File: src/rtl/alu_ctrl_pkg.sv
// Shared types and helpers for the ALU sharing controller.
//   state_t   : controller FSM states
//   CMD_MUL_* : command codes that select the multiply latency (arith mode only)
//   FLG_*     : bit positions inside the 5-bit response flag vector
//   lat_sel   : result latency for a given mode/command
package alu_ctrl_pkg;

   typedef enum logic [2:0] {
      ST_IDLE   = 3'd0,
      ST_ISSUE  = 3'd1,
      ST_WAIT   = 3'd2,
      ST_RESP   = 3'd3,
      ST_REJECT = 3'd4
   } state_t;

   localparam int unsigned CMD_MUL_A = 9;
   localparam int unsigned CMD_MUL_B = 10;

   localparam int unsigned FLG_W     = 5;
   localparam int unsigned FLG_OFLOW = 4;
   localparam int unsigned FLG_COUT  = 3;
   localparam int unsigned FLG_G     = 2;
   localparam int unsigned FLG_L     = 1;
   localparam int unsigned FLG_E     = 0;

   // Multiply commands only exist in arithmetic mode; everything else uses the ordinary latency.
   function automatic int unsigned lat_sel(input logic        mode,
                                           input int unsigned cmd,
                                           input int unsigned alu_lat,
                                           input int unsigned mul_lat);
      if (mode && (cmd == CMD_MUL_A || cmd == CMD_MUL_B)) begin
         return mul_lat;
      end
      return alu_lat;
   endfunction

endpackage

File: src/rtl/alu_share_ctrl_rr_arbiter.sv
// Combinational round-robin pick: first set request bit at or after ptr, wrapping.
//   req       : request vector
//   ptr       : search start index
//   win_oh_c  : one-hot winner (zero when no request)
//   win_idx_c : winner index (zero when no request)
//   win_any_c : at least one request present
module rr_arbiter #(
   parameter int unsigned N = 4
) (
   input  logic [N-1:0]          req,
   input  logic [$clog2(N)-1:0]  ptr,
   output logic [N-1:0]          win_oh_c,
   output logic [$clog2(N)-1:0]  win_idx_c,
   output logic                  win_any_c
);

   localparam int unsigned IDW = $clog2(N);

   // Scan N positions starting at ptr; the first hit wins.
   always_comb begin : p_pick
      int unsigned j;
      win_oh_c  = '0;
      win_idx_c = '0;
      win_any_c = 1'b0;
      j         = 0;
      for (int unsigned i = 0; i < N; i++) begin
         j = 32'(ptr) + i;
         if (j >= N) begin
            j = j - N;
         end
         if (!win_any_c && req[j]) begin
            win_any_c   = 1'b1;
            win_oh_c[j] = 1'b1;
            win_idx_c   = IDW'(j);
         end
      end
   end

endmodule

File: src/rtl/alu_share_ctrl.sv
// Shares one non-pipelined ALU between NREQ requesters with round-robin arbitration.
//   clk, rst            : clock, asynchronous active-low reset
//   req / req_*         : per-requester request and packed operand/command fields
//   gnt                 : one-hot grant, asserted in the IDLE cycle the fields are captured
//   alu_*  (outputs)    : ALU enable and operands, held stable while alu_ce is high
//   alu_*  (inputs)     : ALU result and status
//   rsp_*               : one-cycle response pulse tagged with the served requester
//   busy                : controller not in IDLE
module alu_share_ctrl
   import alu_ctrl_pkg::*;
#(
   parameter int unsigned NREQ    = 4,
   parameter int unsigned WIDTH   = 8,
   parameter int unsigned CWIDTH  = 3,
   parameter int unsigned ALU_LAT = 1,
   parameter int unsigned MUL_LAT = 2
) (
   input  logic                        clk,
   input  logic                        rst,
   input  logic [NREQ-1:0]             req,
   input  logic [2*NREQ-1:0]           req_inp_valid,
   input  logic [NREQ-1:0]             req_mode,
   input  logic [NREQ*(CWIDTH+1)-1:0]  req_cmd,
   input  logic [NREQ*WIDTH-1:0]       req_opa,
   input  logic [NREQ*WIDTH-1:0]       req_opb,
   input  logic [NREQ-1:0]             req_cin,
   output logic [NREQ-1:0]             gnt,
   output logic                        alu_ce,
   output logic                        alu_cin,
   output logic                        alu_mode,
   output logic [1:0]                  alu_inp_valid,
   output logic [CWIDTH:0]             alu_cmd,
   output logic [WIDTH-1:0]            alu_opa,
   output logic [WIDTH-1:0]            alu_opb,
   input  logic [WIDTH:0]              alu_res,
   input  logic                        alu_err,
   input  logic                        alu_oflow,
   input  logic                        alu_cout,
   input  logic                        alu_g,
   input  logic                        alu_l,
   input  logic                        alu_e,
   output logic                        rsp_valid,
   output logic [$clog2(NREQ)-1:0]     rsp_id,
   output logic [WIDTH:0]              rsp_res,
   output logic                        rsp_err,
   output logic [4:0]                  rsp_flags,
   output logic                        busy
);

   localparam int unsigned IDW     = $clog2(NREQ);
   localparam int unsigned CW      = CWIDTH + 1;
   localparam int unsigned LAT_MAX = (MUL_LAT > ALU_LAT) ? MUL_LAT : ALU_LAT;
   localparam int unsigned CNTW    = $clog2(LAT_MAX + 1);

   state_t            state;
   state_t            state_d;
   logic [IDW-1:0]    rr_ptr;
   logic [IDW-1:0]    lat_id;
   logic [CNTW-1:0]   cnt;
   logic [NREQ-1:0]   win_oh;
   logic [IDW-1:0]    win_idx;
   logic              win_any;
   logic [1:0]        win_iv;
   logic              last_wait;
   logic [FLG_W-1:0]  flags_c;

   rr_arbiter #(.N(NREQ)) u_arb (
      .req       (req),
      .ptr       (rr_ptr),
      .win_oh_c  (win_oh),
      .win_idx_c (win_idx),
      .win_any_c (win_any)
   );

   assign win_iv    = req_inp_valid[2*win_idx +: 2];
   assign last_wait = (state == ST_WAIT) && (cnt == CNTW'(1));

   // Grant is a same-cycle decision in IDLE; forced low while reset is held.
   always_comb begin
      gnt = '0;
      if (state == ST_IDLE && rst) begin
         gnt = win_oh;
      end
   end

   // Pack ALU status into the response flag vector.
   always_comb begin
      flags_c            = '0;
      flags_c[FLG_OFLOW] = alu_oflow;
      flags_c[FLG_COUT]  = alu_cout;
      flags_c[FLG_G]     = alu_g;
      flags_c[FLG_L]     = alu_l;
      flags_c[FLG_E]     = alu_e;
   end

   // Next-state logic.
   always_comb begin
      state_d = state;
      case (state)
         ST_IDLE: begin
            if (win_any) begin
               state_d = (win_iv == 2'b00) ? ST_REJECT : ST_ISSUE;
            end
         end
         ST_ISSUE:  state_d = ST_WAIT;
         ST_WAIT: begin
            if (last_wait) begin
               state_d = ST_RESP;
            end
         end
         ST_RESP:   state_d = ST_IDLE;
         ST_REJECT: state_d = ST_IDLE;
         default:   state_d = ST_IDLE;
      endcase
   end

   // State register, operand latch, latency counter and registered outputs.
   always_ff @(posedge clk or negedge rst) begin
      if (!rst) begin
         state         <= ST_IDLE;
         rr_ptr        <= '0;
         lat_id        <= '0;
         cnt           <= '0;
         busy          <= 1'b0;
         alu_ce        <= 1'b0;
         alu_cin       <= 1'b0;
         alu_mode      <= 1'b0;
         alu_inp_valid <= '0;
         alu_cmd       <= '0;
         alu_opa       <= '0;
         alu_opb       <= '0;
         rsp_valid     <= 1'b0;
         rsp_id        <= '0;
         rsp_res       <= '0;
         rsp_err       <= 1'b0;
         rsp_flags     <= '0;
      end else begin
         state     <= state_d;
         busy      <= (state_d != ST_IDLE);
         alu_ce    <= (state_d == ST_ISSUE) || (state_d == ST_WAIT);
         rsp_valid <= (state_d == ST_RESP) || (state_d == ST_REJECT);
         case (state)
            ST_IDLE: begin
               if (win_any) begin
                  lat_id <= win_idx;
                  if (win_iv == 2'b00) begin
                     // Rejected ops never reach the ALU, so its port group is left as-is.
                     rsp_id    <= win_idx;
                     rsp_err   <= 1'b1;
                     rsp_res   <= '0;
                     rsp_flags <= '0;
                  end else begin
                     alu_mode      <= req_mode[win_idx];
                     alu_cin       <= req_cin[win_idx];
                     alu_inp_valid <= win_iv;
                     alu_cmd       <= req_cmd[CW*win_idx +: CW];
                     alu_opa       <= req_opa[WIDTH*win_idx +: WIDTH];
                     alu_opb       <= req_opb[WIDTH*win_idx +: WIDTH];
                  end
               end
            end
            ST_ISSUE: begin
               cnt <= CNTW'(lat_sel(alu_mode, 32'(alu_cmd), ALU_LAT, MUL_LAT));
            end
            ST_WAIT: begin
               cnt <= cnt - CNTW'(1);
               if (last_wait) begin
                  rsp_id    <= lat_id;
                  rsp_res   <= alu_res;
                  rsp_err   <= alu_err;
                  rsp_flags <= flags_c;
               end
            end
            ST_RESP, ST_REJECT: begin
               rr_ptr <= (lat_id == IDW'(NREQ - 1)) ? '0 : lat_id + IDW'(1);
            end
            default: ;
         endcase
      end
   end

endmodule
File: config.mk
export PLATFORM = sky130hd
export DESIGN_NAME = alu_share_ctrl
export DESIGN_NICKNAME = d
export VERILOG_FILES = /design/src/rtl/alu_ctrl_pkg.sv /design/src/rtl/alu_share_ctrl_rr_arbiter.sv /design/src/rtl/alu_share_ctrl.sv
export SDC_FILE = /design/constraint.sdc
export NUM_CORES = 1
export LEC_CHECK = 0
export ABC_AREA = 1
export ABC_CLOCK_PERIOD_IN_PS = 3550
export CORE_ASPECT_RATIO = 0.6
export CORE_UTILIZATION = 40
export DETAILED_ROUTE_END_ITERATION = 10
export PLACE_DENSITY_LB_ADDON = 0.3
export SLEW_MARGIN = 20
export SYNTH_ARGS = -nofsm -noshare
export SYNTH_HDL_FRONTEND = slang
export SYNTH_SLANG_ARGS = --single-unit
File: constraint.sdc
create_clock -name clk -period 3.55 [get_ports clk]
set_clock_uncertainty 0.15 [all_clocks]
set_input_delay 0.355 -clock clk [delete_from_list [all_inputs] [get_ports clk]]
set_output_delay 0.355 -clock clk [all_outputs]
set_load 0.02 [all_outputs]
==> qor.csv, run 1 <==
metric;value;unit
total chip power;5.92;mW
Crit. End Element;output port;
CTS clk-pin slew, worst paths;70;ps
Post-Synthesis Cells;534;
drt pass-1 iters;8;
n_diodes;0;
internal power;2.74;mW
Switching Share;53.7;%
post-synthesis cell area;3640;sq um
Worst-Skew Late Latency;290;ps
Net Switching;3.18;mW
Flop pwr share;18.2;%
Tcrit/Tclk final;94.0;%
CP arrival;2830;ps
synth top area cells;dfrtp_1 (36%), nand2_1 (15%), o21ai_0 (11%);
via count;3950;
Post-route DRC;8;
run status;finished, violations left;
Synth Area per Inst;6.82;sq um
sequential cell area fraction in the yosys report;36.4;%
kind of cell adding the most delay to the critical path;buffers and inverters;
hold buffer count at CTS;0;
grt ovf;0;
via/cell ratio;4.95;
most common cell in the netlist;nand2_1;
startpoint type of the worst setup path;flip-flop;
Peak VDD IR;0.501;mV
crit path kind;flip-flop to output port;
Slew @ Worst Pin;659;ps
crit path cell chain;inv_1, ha_2, inv_1, nand2_1, nand2_2, nor2_4, nand3b_2, o221ai_1, nand2_1, inv_1, clkdlybuf4s50_1;
layout cells sized above 1;7.29;%
Commonest cells post-synth;nand2_1 (143), o21ai_0 (79), nor2_1 (68);
minimum clock period;3340;ps
Total Wirelength;11000;um
min-delay worst type;primary input to async pin;
Final HPWL DP;8520;um
slowest stage delay, CP;590;ps
Yosys top cell by area;dfrtp_1;
setup TNS;0;ps
CP max FO;7;
yosys warns;0;
Synth Flop Type;dfrtp_1;
RSZ-0062 raised after global routing;false;
number of global-route vias before repair;3895;
Fmax achieved;300;MHz
Hold Vio Cnt, Final;0;
Slowest-stage cell, CP;clkdlybuf4s50_1;
Starting DRT DRC Count;289;
Port Buffer Count;164;
failing checks;design-rule violations;
Post-synth EDFFs;0;
CTS tree;done;
Synth async-reset ratio;100;%
Antenna Nets Post-Route;0;
Worst Path Required;3040;ps
setup violators final;0;
global-route wire length before repair;18500;um
Yosys top cell area share;36.4;%
Starting Density;42.1;%
Post-Layout Cell Count;798;
clock sinks;53;
PwrDens;1080;nW/um^2
worst path bufs/invs;4;
postcts setup bufs;0;
worst rel slew slack;56.1;%
CTS Buf Count;5;
maximum clock path buffer count;2;
fin worst setup slack;215;ps
die footprint;9500;sq um
cell with the most instances on the worst path;inv_1;
largest net degree at the start of global routing;54;
Core ar.;8650;sq um
Die Wd;125;um
Syn-to-layout area delta;51.0;%
H-tree levels;2;
Synth Register Bits;53;
Clk pwr share;9.5;%
die height;75.9;um
syn_nets;658;
Slew Viols, Final;0;
DR WL/cell;13.7;um
Leak Pwr;2.68;nW
Place WS;298;ps
max-cap violations;0;
FP Rows;26;
count of cell types in the netlist;36;
Net count, final;809;
initial antenna violation count;0;
I/O pins;165;
Inst Count DP;790;
CTS root buffer;clkbuf_16;
Total GRT Usage;24.1;%
Comb power frac;72.3;%
GP Congestion;0.893;
-- worst paths after layout --
check,startpoint,end,slack (ps),cells after the start
min reg2reg,alu_opb[1],alu_opb[1],330,2
max,rr_ptr[1],gnt[2],210,11
min in group clk,alu_opb[1],alu_opb[1],330,2
max in group asynchronous,rst,rr_ptr[0],2760,2
max reg2reg,rr_ptr[1],rsp_id[1],370,15
min,rst,lat_id[0],40,2
-- kinds of logic after synthesis --
logic type	synth area share [%]
and+or+nand+nor	37.3
AOI/OAI and AO/OA	13.5
buffers and inverters	10.1
DFF	36.4
adders and majority gates	2.40
xor gates and xnor gates	0.241
-- worst register-to-register path, cell delays in order, from the launching register on --
cell and delay, ps:
dfrtp_2 460, inv_1 200, ha_2 360, inv_1 130, nand2_1 80, nand2_2 80, o21ai_1 80, nand2_1 190
nand3_4 280, nand2_1 160, nand3_2 80, nand2_2 140, nand3_4 270, nand2_4 300, nand2_1 90, nand2_1 70
-- repair_timing --
action,4_1_cts,5_1_grt
setup endpoints to repair,0,28
gates resized for setup,0,3
hold endpoints to repair,0,0
-- power groups by stage --
stage / clock network (mW) / logic [mW] / registers [mW]
final: 0.560 / 4.28 / 1.08
after global routing: 0.594 / 4.83 / 1.11
after CTS: 0.565 / 4.28 / 1.08
after detailed placement: 0 / 4.28 / 1.08
after global placement: 0 / 4.15 / 1.07
after floorplan: 0 / 2.88 / 1.30
-- flip-flops by register name, indices dropped and copies added, names as in the netlist --
name,cells
alu_mode,1
alu_ce,1
state,3
rsp_flags,5
cnt,2
alu_cmd,4
alu_cin,1
rsp_err,1
rr_ptr,2
alu_opa,8
rsp_res,9
lat_id,2
rsp_id,2
busy,1
alu_opb,8
rsp_valid,1
alu_inp_valid,2
-- layout by cell type, fill, tap and decap left out, drive strengths merged, types with 2 or more instances in the layout --
| cell type | netlist | layout |
|---|---|---|
| buf | 16 | 6 |
| clkbuf | 9 | 7 |
| ha | 7 | 7 |
| inv | 62 | 62 |
| nor3 | 2 | 2 |
| nand3 | 55 | 55 |
| nor2 | 72 | 72 |
| nand4 | 5 | 5 |
| o21ai | 82 | 82 |
| a22oi | 3 | 3 |
| clkdlybuf4s50 | 0 | 163 |
| nand2 | 153 | 153 |
| a21oi | 4 | 4 |
| nand3b | 2 | 2 |
| dfrtp | 53 | 53 |
-- layer usage --
layer  GRT usage (%)  routed length (um)  vias to the layer above
met2            42.4                5270                      120
met3            5.93                 731                        6
met1            30.4                4890                     1823
li1                -                   -                     2001
met5               0                   0                        -
met4            4.02                  75                        0
-- final cells by class --
cell class                 count  area [sq um]
tap                          112           140
fill                         776          3150
inverter                      63           236
sequential                    53          1330
clock inverter                 1          30.0
clock buffer                   7           143
timing repair buffer         169          1670
multi-input combinational    393          1950
-- metrics by stage --
stage	util [%]	hold slack (ps)	area [sq um]
after global routing	63.6	101	5500
after CTS	63.5	74.7	5500
after global placement	61.5	307	5320
final	63.6	36.8	5500
after detailed placement	61.5	318	5320
after floorplan	-	-90.6	3640
(Power assumes the default switching activity.)
==> inputs of run 2 (changes only) <==
--- a/config.mk
+++ b/config.mk
@@ -11,6 +11,7 @@
 export CORE_UTILIZATION = 40
 export DETAILED_ROUTE_END_ITERATION = 10
 export PLACE_DENSITY_LB_ADDON = 0.3
+export RECOVER_POWER = 50
 export SLEW_MARGIN = 20
 export SYNTH_ARGS = -nofsm -noshare
 export SYNTH_HDL_FRONTEND = slang
==> run 2 against run 1 <==
  * The flow still finishes with violations (design-rule violations)
  * Critical path depth unchanged
  * Combinational power about the same
  * Global-route usage unchanged
  * Utilization unchanged
  * Worst setup slack improved by 0.64 ps
  * Die area stayed put
  * Fmax about the same
  * Non-clock buffer count unchanged
  * Hold slack got worse by 3.3 ps
  * Largest cell class unchanged
  * Highest routed layer unchanged
==> qor.csv, run 2 (same netlist as run 1, synthesis figures left out) <==
metric;value;unit
GP Congestion;0.893;
CP max FO;7;
routed length on met2;5260;um
run status;finished, violations left;
CTS clk-pin slew, worst paths;70;ps
Top Metal Used;met4;
Design Area, Final;5500;sq um
most flop-heavy register;rsp_res;
Peak VDD IR;0.499;mV
Tcrit/Tclk final;93.9;%
slowest stage delay, CP;590;ps
Core ar.;8650;sq um
worst path bufs/invs;4;
reg2reg setup slack;370;ps
initial antenna violation count;0;
kind of cell adding the most delay to the critical path;buffers and inverters;
Syn-to-layout area delta;51.0;%
Crit. End Element;output port;
Slew @ Worst Pin;662;ps
DR WL/cell;13.7;um
H-tree levels;2;
cell with the most instances on the worst path;inv_1;
minimum clock period;3330;ps
die height;75.9;um
max-cap violations;0;
setup violators final;0;
Final HPWL DP;8520;um
grt ovf;0;
CTS root buffer;clkbuf_16;
failing checks;design-rule violations;
Fmax achieved;300;MHz
PwrDens;1070;nW/um^2
global-route wire length before repair;18500;um
Net count, final;809;
CTS Buf Count;5;
Worst Path Required;3040;ps
RSZ-0062 raised after global routing;false;
maximum clock path buffer count;2;
WL met1;4900;um
Critical R2R Launch;rr_ptr[1];
Die Wd;125;um
FP Rows;26;
Slew Viols, Final;0;
Antenna Nets Post-Route;0;
hold buffer count at CTS;0;
Port Buffer Count;164;
r2r endpoint;rsp_id[1];
Largest regs;rsp_res: 9 flops, alu_opa: 8 flops, alu_opb: 8 flops;
max FFs per register;9;
Post-route DRC;8;
CP arrival;2830;ps
crit path cell chain;inv_1, ha_2, inv_1, nand2_1, nand2_2, nor2_4, nand3b_2, o221ai_1, nand2_1, inv_1, clkdlybuf4s50_1;
postcts setup bufs;0;
post-cts repair resize count;0;
via count;3959;
clock sinks;53;
n_diodes;0;
commonest non-fill, non-tap cell in the layout;nand2_1;
startpoint type of the worst setup path;flip-flop;
WL met3;726;um
Starting DRT DRC Count;289;
Inst Count DP;790;
number of global-route vias before repair;3895;
min-delay worst type;primary input to async pin;
Worst-Skew Late Latency;290;ps
largest net degree at the start of global routing;54;
Slowest-stage cell, CP;clkdlybuf4s50_1;
Filler Cells Inserted;776;
crit path kind;flip-flop to output port;
setup TNS;0;ps
Post-Layout Cell Count;798;
Total Wirelength;11000;um
Starting Density;42.1;%
CTS tree;done;
I/O pins;165;
most frequent cells in the layout;nand2_1 (143), clkdlybuf4s50_1 (142), o21ai_0 (79);
Hold Vio Cnt, Final;0;
via/cell ratio;4.96;
worst rel slew slack;55.9;%
Leak Pwr;2.72;nW
Reg2Reg Depth;15;
CP Depth;11;
layout cells sized above 1;7.29;%
Placed Area;5320;sq um
total chip power;5.88;mW
Total GRT Usage;24.1;%
drt pass-1 iters;8;
die footprint;9500;sq um
==> run 2: changes by cell type in the layout (fill, tap and decap cells not counted), sizes merged <==
cell / delta
clkdlybuf4s50: -21
dlygate4sd3: +21
==> run 2: metrics by stage <==
stage                     worst slack (ps)  hold slack, ps  util [%]
after detailed placement               298             318      61.5
after global placement                 454             307      61.5
after CTS                              128            74.7      63.5
final                                  215            33.5      63.6
after global routing                  60.7             101      63.6
after floorplan                        930           -90.6         -
==> run 2: layer usage <==
layer / track usage [%] / vias to the layer above
met5: 0 / -
met4: 4.02 / 0
met3: 5.93 / 6
met2: 42.4 / 123
met1: 30.4 / 1828
li1: - / 2002
==> run 2: layout make-up <==
class	instances	area, sq um	area share (%)
clock buffer	7	143	2.59
clock inverter	1	30.0	0.546
inverter	63	236	4.30
multi-input combinational	393	1950	35.4
sequential	53	1330	24.2
tap	112	140	2.55
timing repair buffer	169	1670	30.4
==> run 2: how the worst max path moves through the flow <==
stage | from | endpoint | slack, ps
floorplan | rr_ptr[0] | rsp_flags[3] | 930
global placement | rr_ptr[0] | alu_opb[6] | 450
detailed placement | rr_ptr[0] | alu_mode | 300
CTS | rr_ptr[0] | gnt[2] | 130
global route | rr_ptr[1] | gnt[2] | 60
finish | rr_ptr[1] | gnt[2] | 220
==> run 2: report_power, final <==
part           internal (mW)  total (mW)  switching, mW
combinational           1.46        4.25           2.78
clock                  0.352       0.560          0.208
sequential             0.892        1.07          0.179
total                   2.71        5.88           3.17
